### src/rtl/caesar_pkg.sv
// rtl/caesar_pkg.sv - shared Caesar cipher defaults and FSM state encoding
package caesar_pkg;
    localparam int D_WIDTH_DEF    = 8;
    localparam int KEY_WIDTH_DEF  = 16;
    localparam int FIFO_DEPTH_DEF = 4;

    typedef enum logic {
        ST_IDLE = 1'b0,
        ST_RUN  = 1'b1
    } state_t;
endpackage

### src/rtl/caesar_fifo.sv
// rtl/caesar_fifo.sv - synchronous FIFO with first-word-fall-through head
module caesar_fifo #(
    parameter int D_WIDTH = 8,
    parameter int DEPTH   = 4
) (
    input  logic                     clk,
    input  logic                     rst,
    input  logic                     push,
    input  logic                     pop,
    input  logic [D_WIDTH-1:0]       din,
    output logic [D_WIDTH-1:0]       dout,
    output logic                     full,
    output logic                     empty,
    output logic [$clog2(DEPTH):0]   count
);
    localparam int AW = $clog2(DEPTH);
    localparam logic [AW:0] PTR_ONE = 1;

    logic [D_WIDTH-1:0] mem [DEPTH];
    logic [AW:0]        wr_ptr;
    logic [AW:0]        rd_ptr;
    logic               do_push;
    logic               do_pop;

    assign do_push = push & ~full;
    assign do_pop  = pop & ~empty;

    // Extra pointer MSB distinguishes full from empty when the index bits match.
    assign empty = (wr_ptr == rd_ptr);
    assign full  = (wr_ptr[AW] != rd_ptr[AW]) && (wr_ptr[AW-1:0] == rd_ptr[AW-1:0]);
    assign count = wr_ptr - rd_ptr;
    assign dout  = mem[rd_ptr[AW-1:0]];

    always_ff @(posedge clk) begin
        if (rst) begin
            wr_ptr <= '0;
            rd_ptr <= '0;
        end else begin
            if (do_push) wr_ptr <= wr_ptr + PTR_ONE;
            if (do_pop)  rd_ptr <= rd_ptr + PTR_ONE;
        end
    end

    always_ff @(posedge clk) begin
        if (do_push) mem[wr_ptr[AW-1:0]] <= din;
    end
endmodule

### src/rtl/caesar_encryption.sv
// rtl/caesar_encryption.sv - buffered Caesar encryptor, key latched per message
module caesar_encryption
    import caesar_pkg::*;
#(
    parameter int D_WIDTH    = D_WIDTH_DEF,
    parameter int KEY_WIDTH  = KEY_WIDTH_DEF,
    parameter int FIFO_DEPTH = FIFO_DEPTH_DEF
) (
    input  logic                 clk,
    input  logic                 rst,
    input  logic [D_WIDTH-1:0]   data_i,
    input  logic                 valid_i,
    input  logic [KEY_WIDTH-1:0] key,
    input  logic                 ready_i,
    output logic [D_WIDTH-1:0]   data_o,
    output logic                 valid_o,
    output logic                 busy
);
    localparam int AW = $clog2(FIFO_DEPTH);
    localparam logic [AW:0] CNT_ONE  = 1;
    localparam logic [AW:0] CNT_ZERO = 0;
    localparam logic [AW:0] CNT_FULL = FIFO_DEPTH[AW:0];

    state_t             state_q;
    state_t             state_d;
    logic [D_WIDTH-1:0] key_q;
    logic [D_WIDTH-1:0] fifo_head;
    logic               fifo_empty;
    logic               fifo_full_unused;
    logic [AW:0]        fifo_count;
    logic [AW:0]        cnt_nxt;
    logic               push;
    logic               pop;
    logic               key_hi_unused;

    assign key_hi_unused = ^key[KEY_WIDTH-1:D_WIDTH];

    assign push = valid_i & ~busy;
    // Output register refills whenever it is empty or being drained this cycle.
    assign pop  = ~fifo_empty & (~valid_o | ready_i);

    caesar_fifo #(
        .D_WIDTH (D_WIDTH),
        .DEPTH   (FIFO_DEPTH)
    ) u_fifo (
        .clk   (clk),
        .rst   (rst),
        .push  (push),
        .pop   (pop),
        .din   (data_i),
        .dout  (fifo_head),
        .full  (fifo_full_unused),
        .empty (fifo_empty),
        .count (fifo_count)
    );

    assign cnt_nxt = fifo_count + (push ? CNT_ONE : CNT_ZERO) - (pop ? CNT_ONE : CNT_ZERO);

    always_comb begin
        state_d = state_q;
        case (state_q)
            ST_IDLE: if (push) state_d = ST_RUN;
            ST_RUN:  if (fifo_empty && !valid_o && !valid_i) state_d = ST_IDLE;
            default: state_d = ST_IDLE;
        endcase
    end

    always_ff @(posedge clk) begin
        if (rst) begin
            state_q <= ST_IDLE;
            key_q   <= '0;
            busy    <= 1'b0;
        end else begin
            state_q <= state_d;
            busy    <= (cnt_nxt == CNT_FULL);
            if (state_q == ST_IDLE && push) key_q <= key[D_WIDTH-1:0];
        end
    end

    always_ff @(posedge clk) begin
        if (rst) begin
            data_o  <= '0;
            valid_o <= 1'b0;
        end else if (pop) begin
            data_o  <= fifo_head + key_q;
            valid_o <= 1'b1;
        end else if (ready_i) begin
            valid_o <= 1'b0;
        end
    end
endmodule
### config.mk
export PLATFORM = sky130hd
export DESIGN_NAME = caesar_encryption
export DESIGN_NICKNAME = d
export VERILOG_FILES = /design/src/rtl/caesar_pkg.sv /design/src/rtl/caesar_fifo.sv /design/src/rtl/caesar_encryption.sv
export SDC_FILE = /design/constraint.sdc
export NUM_CORES = 1
export LEC_CHECK = 0
export CORE_MARGIN = 10
export CORE_UTILIZATION = 30
export DETAILED_ROUTE_END_ITERATION = 10
export HOLD_SLACK_MARGIN = 0.03
export PLACE_DENSITY = 0.54
export SETUP_SLACK_MARGIN = 0.3
export SLEW_MARGIN = 20
export SYNTH_ARGS = -nofsm -noshare
export SYNTH_HDL_FRONTEND = slang
export SYNTH_SLANG_ARGS = --single-unit
### constraint.sdc
create_clock -name clk -period 7.1 [get_ports clk]
set_input_delay 2.13 -clock clk [delete_from_list [all_inputs] [get_ports clk]]
set_output_delay 2.13 -clock clk [all_outputs]
set_load 0.02 [all_outputs]
==> out/metrics.yaml <==
yosys:
  synth_edf_count: 32
  ys_warn_count: 0
  yosysUniqueCellTypes: 38
  synth_top_cell_area_share_pct: 36.28
  synth_area_leader_cell: "edfxtp_1"
  synth_flop_cell: "edfxtp_1"
  yosysSeqAreaShare_pct: 56.68
  syn_area_per_cell_um2: 13.31
  ys_top_cells_by_area: "edfxtp_1 36%, dfxtp_1 20%, ha_1 7.1%, mux4_1 6.9%, mux2i_1 3.0%"
  async_flop_share_pct: 0
  post-synth-top-count-cell: "edfxtp_1"
  synth_cells: 199
  synth.net_count: 245
  ys_ff_latch: 59
  netlist_area_mm2: 0.002649
  synth_common_cells: "32 x edfxtp_1, 27 x dfxtp_1, 20 x nor2_1"
global_route:
  grt.overflow.total: 0
  grt_pass1_vias: 1736
  grt_max_degree: 30
  grtUsageTotal_pct: 8.554
  grt_pass1_wl_mm: 8.556
  antenna_found_initial: 0
power:
  pwr-share-comb_pct: 34.9
  netSwitchingPower_mw: 0.3977
  clock_power_share_pct: 26.7
  p_int_mw: 0.8042
  netSwitchingFraction_pct: 33.09
  p_leak_nw: 1.207
  vdd_drop_max_v: 0.0001042
  power-per-cell-area_mw_per_mm2: 371.2
  seqPwrFrac_pct: 38.3
route:
  wire_per_inst_um: 14.95
  drcViolationCount: 0
  initialDrtViolationCount: 67
  drt_wl_total_mm: 5.142
  ant_nets: 0
  vias_per_cell: 4.570
  vias: 1572
  first_pass_iters: 4
worst_setup_path:
  critPathLaunch: "ready_i"
  r2r_setup_slack_ps: 3730
  end_kind: "register"
  crit_required_ps: 7330
  reg2reg_from: "u_fifo.wr_ptr[0]"
  crit_path_start_kind: "input pin"
  critPathCapture: "busy"
  crit_type: "input pin to register"
  crit_arrival_ps: 5170
  cp_max_fo: 12
  reg2reg_to: "busy"
  rr_worst_depth: 11
timing:
  setup_viol: 0
  worst_slew_margin_rel_pct: 58.18
  tns_ps: 0
  fin_crit_sh_pct: 69.48
  fmax_mhz: 202.7
  hold_viol_final: 0
  tightest_slew_ps: 626.7
  slew_violations: 0
  fin_crit_ps: 4933
  rsz0062_at_grt: "no"
  skew_ps: 8.949
clock_tree:
  clk_pin_slew_worst_paths_ps: 70
  htree_levels: 3
  cts_resized: 0
  cts_tree: "yes"
  cts_max_path_buffers: 2
  postCtsSetupRepairBufs: 0
  clock_latency_ps: 330
  cts_made_buffers: 9
  postCtsHoldBufs: 0
  cts.sinks: 59
  clockRootBuffer: "clkbuf_8"
run_status:
  status: "finished, final reports clean"
placed_design:
  place_congestion: 0.6728
  portBuffers: 29
  place_hpwl_mm: 3.594
  place_inst: 329
layout:
  final_layout_size_suffix_gt1_share_pct: 8.051
  multi_input_area_mm2: 0.001074
  fillers: 856
  final_cells: 344
  antennaDiodeCount: 0
  fin_nets: 278
  area_growth_pct: 22.25
  regArea_mm2: 0.001501
hold_path:
  min_path_type: "register to register"
die:
  core_area_mm2: 0.008678
  fp.dieW_um: 114.0
  die_y_um: 114.0
  fp-row-count: 34
  start_util_pct: 30.52
  io_pins: 38
  die_area_mm2: 0.01299
flow_run:
  maxCapViolCount: 0
-- worst min path at each step --
stage | from | end | slack (ps) | cells after the start
final | data_o[3] | data_o[3] | 460 | 2
after global routing | data_o[0] | data_o[0] | 480 | 2
after CTS | data_o[2] | data_o[2] | 460 | 2
after detailed placement | data_o[2] | data_o[2] | 450 | 2
after global placement | data_o[3] | data_o[3] | 440 | 2
after floorplan | key_q[0] | key_q[0] | 470 | 2
-- registers in the layout, summed over array words and instances, names as in the netlist, named ones only --
name / flops
valid_o: 1
data_o: 8
busy: 1
u_fifo.mem: 32
state_q: 1
key_q: 8
u_fifo.rd_ptr: 3
u_fifo.wr_ptr: 3
-- cell families (layout without fill, tap and decap cells) --
kind of cell / after synthesis / after routing / share of synthesized area, %
XOR/XNOR: 15 / 15 / 5.244
buffers and inverters: 17 / 54 / 2.787
AO/OA/AOI/OAI: 25 / 25 / 6.330
AND/OR/NAND/NOR: 49 / 49 / 8.786
multiplexers: 16 / 16 / 10.82
adder cells (fa/ha/maj): 18 / 18 / 9.353
flip-flops: 59 / 59 / 56.68
-- critical path, stage by stage --
cell and delay, ps:
clkdlybuf4s50_1 440, nand2b_1 120, o31a_1 450, inv_1 360, fa_1 490, inv_1 80, fa_1 410, inv_1 70
ha_1 160, xor2_1 180, xnor2_1 90, nor4_1 190
-- power groups by stage --
stage	clock network [mW]	registers (mW)	logic (mW)
after floorplan	0	0.470	0.308
after global placement	0	0.469	0.417
after detailed placement	0	0.470	0.423
after CTS	0.331	0.463	0.427
after global routing	0.346	0.469	0.476
final	0.321	0.461	0.420
-- per-stage QoR --
step	hold slack, ps	worst slack (ps)	util [%]	total power, mW	instance area [µm²]
global placement	443.2	1884	35.01	0.8857	3038
finish	456.9	2167	37.31	1.202	3238
detailed placement	452.0	1785	35.01	0.8933	3038
floorplan	467.2	2953	-	0.7779	2649
CTS	462.3	2120	37.37	1.221	3243
global route	477.1	1873	37.31	1.291	3238
-- area by class of cell --
cell class | count | share of cell area (%)
clock buffer | 9 | 3.825
clock inverter | 6 | 2.512
inverter | 10 | 1.159
multi-input combinational | 123 | 33.15
sequential | 59 | 46.37
tap | 108 | 4.173
timing repair buffer | 29 | 8.810
-- cells in the final DEF (no fill, tap or decap), drive strengths merged, types with 2 or more instances in the layout --
cell / Yosys / layout
nand3b: 3 / 3
dfxtp: 27 / 27
nor3: 2 / 2
clkbuf: 3 / 9
clkinv: 0 / 3
xor2: 7 / 7
edfxtp: 32 / 32
nand2: 10 / 10
mux2i: 8 / 8
clkdlybuf4s50: 0 / 28
nor2: 21 / 21
nor2b: 2 / 2
fa: 3 / 3
nand2b: 2 / 2
ha: 15 / 15
a21oi: 10 / 10
a211oi: 3 / 3
inv: 10 / 10
mux4: 8 / 8
nand3: 2 / 2
bufinv: 0 / 2
o31a: 3 / 3
o21ai: 2 / 2
and2: 4 / 4
xnor2: 8 / 8
o21a: 2 / 2
-- per-layer routing --
metal  part of all wire (%)  global-route usage, %  vias to the layer above
li1                       -                      -                      785
met1                     45                  9.806                      750
met2                     46                  13.10                       33
met3                    7.2                  3.727                        4
met4                    1.6                  4.762                        0
met5                      0                      0                        -
No activity file was read; power rests on OpenSTA's default activity.
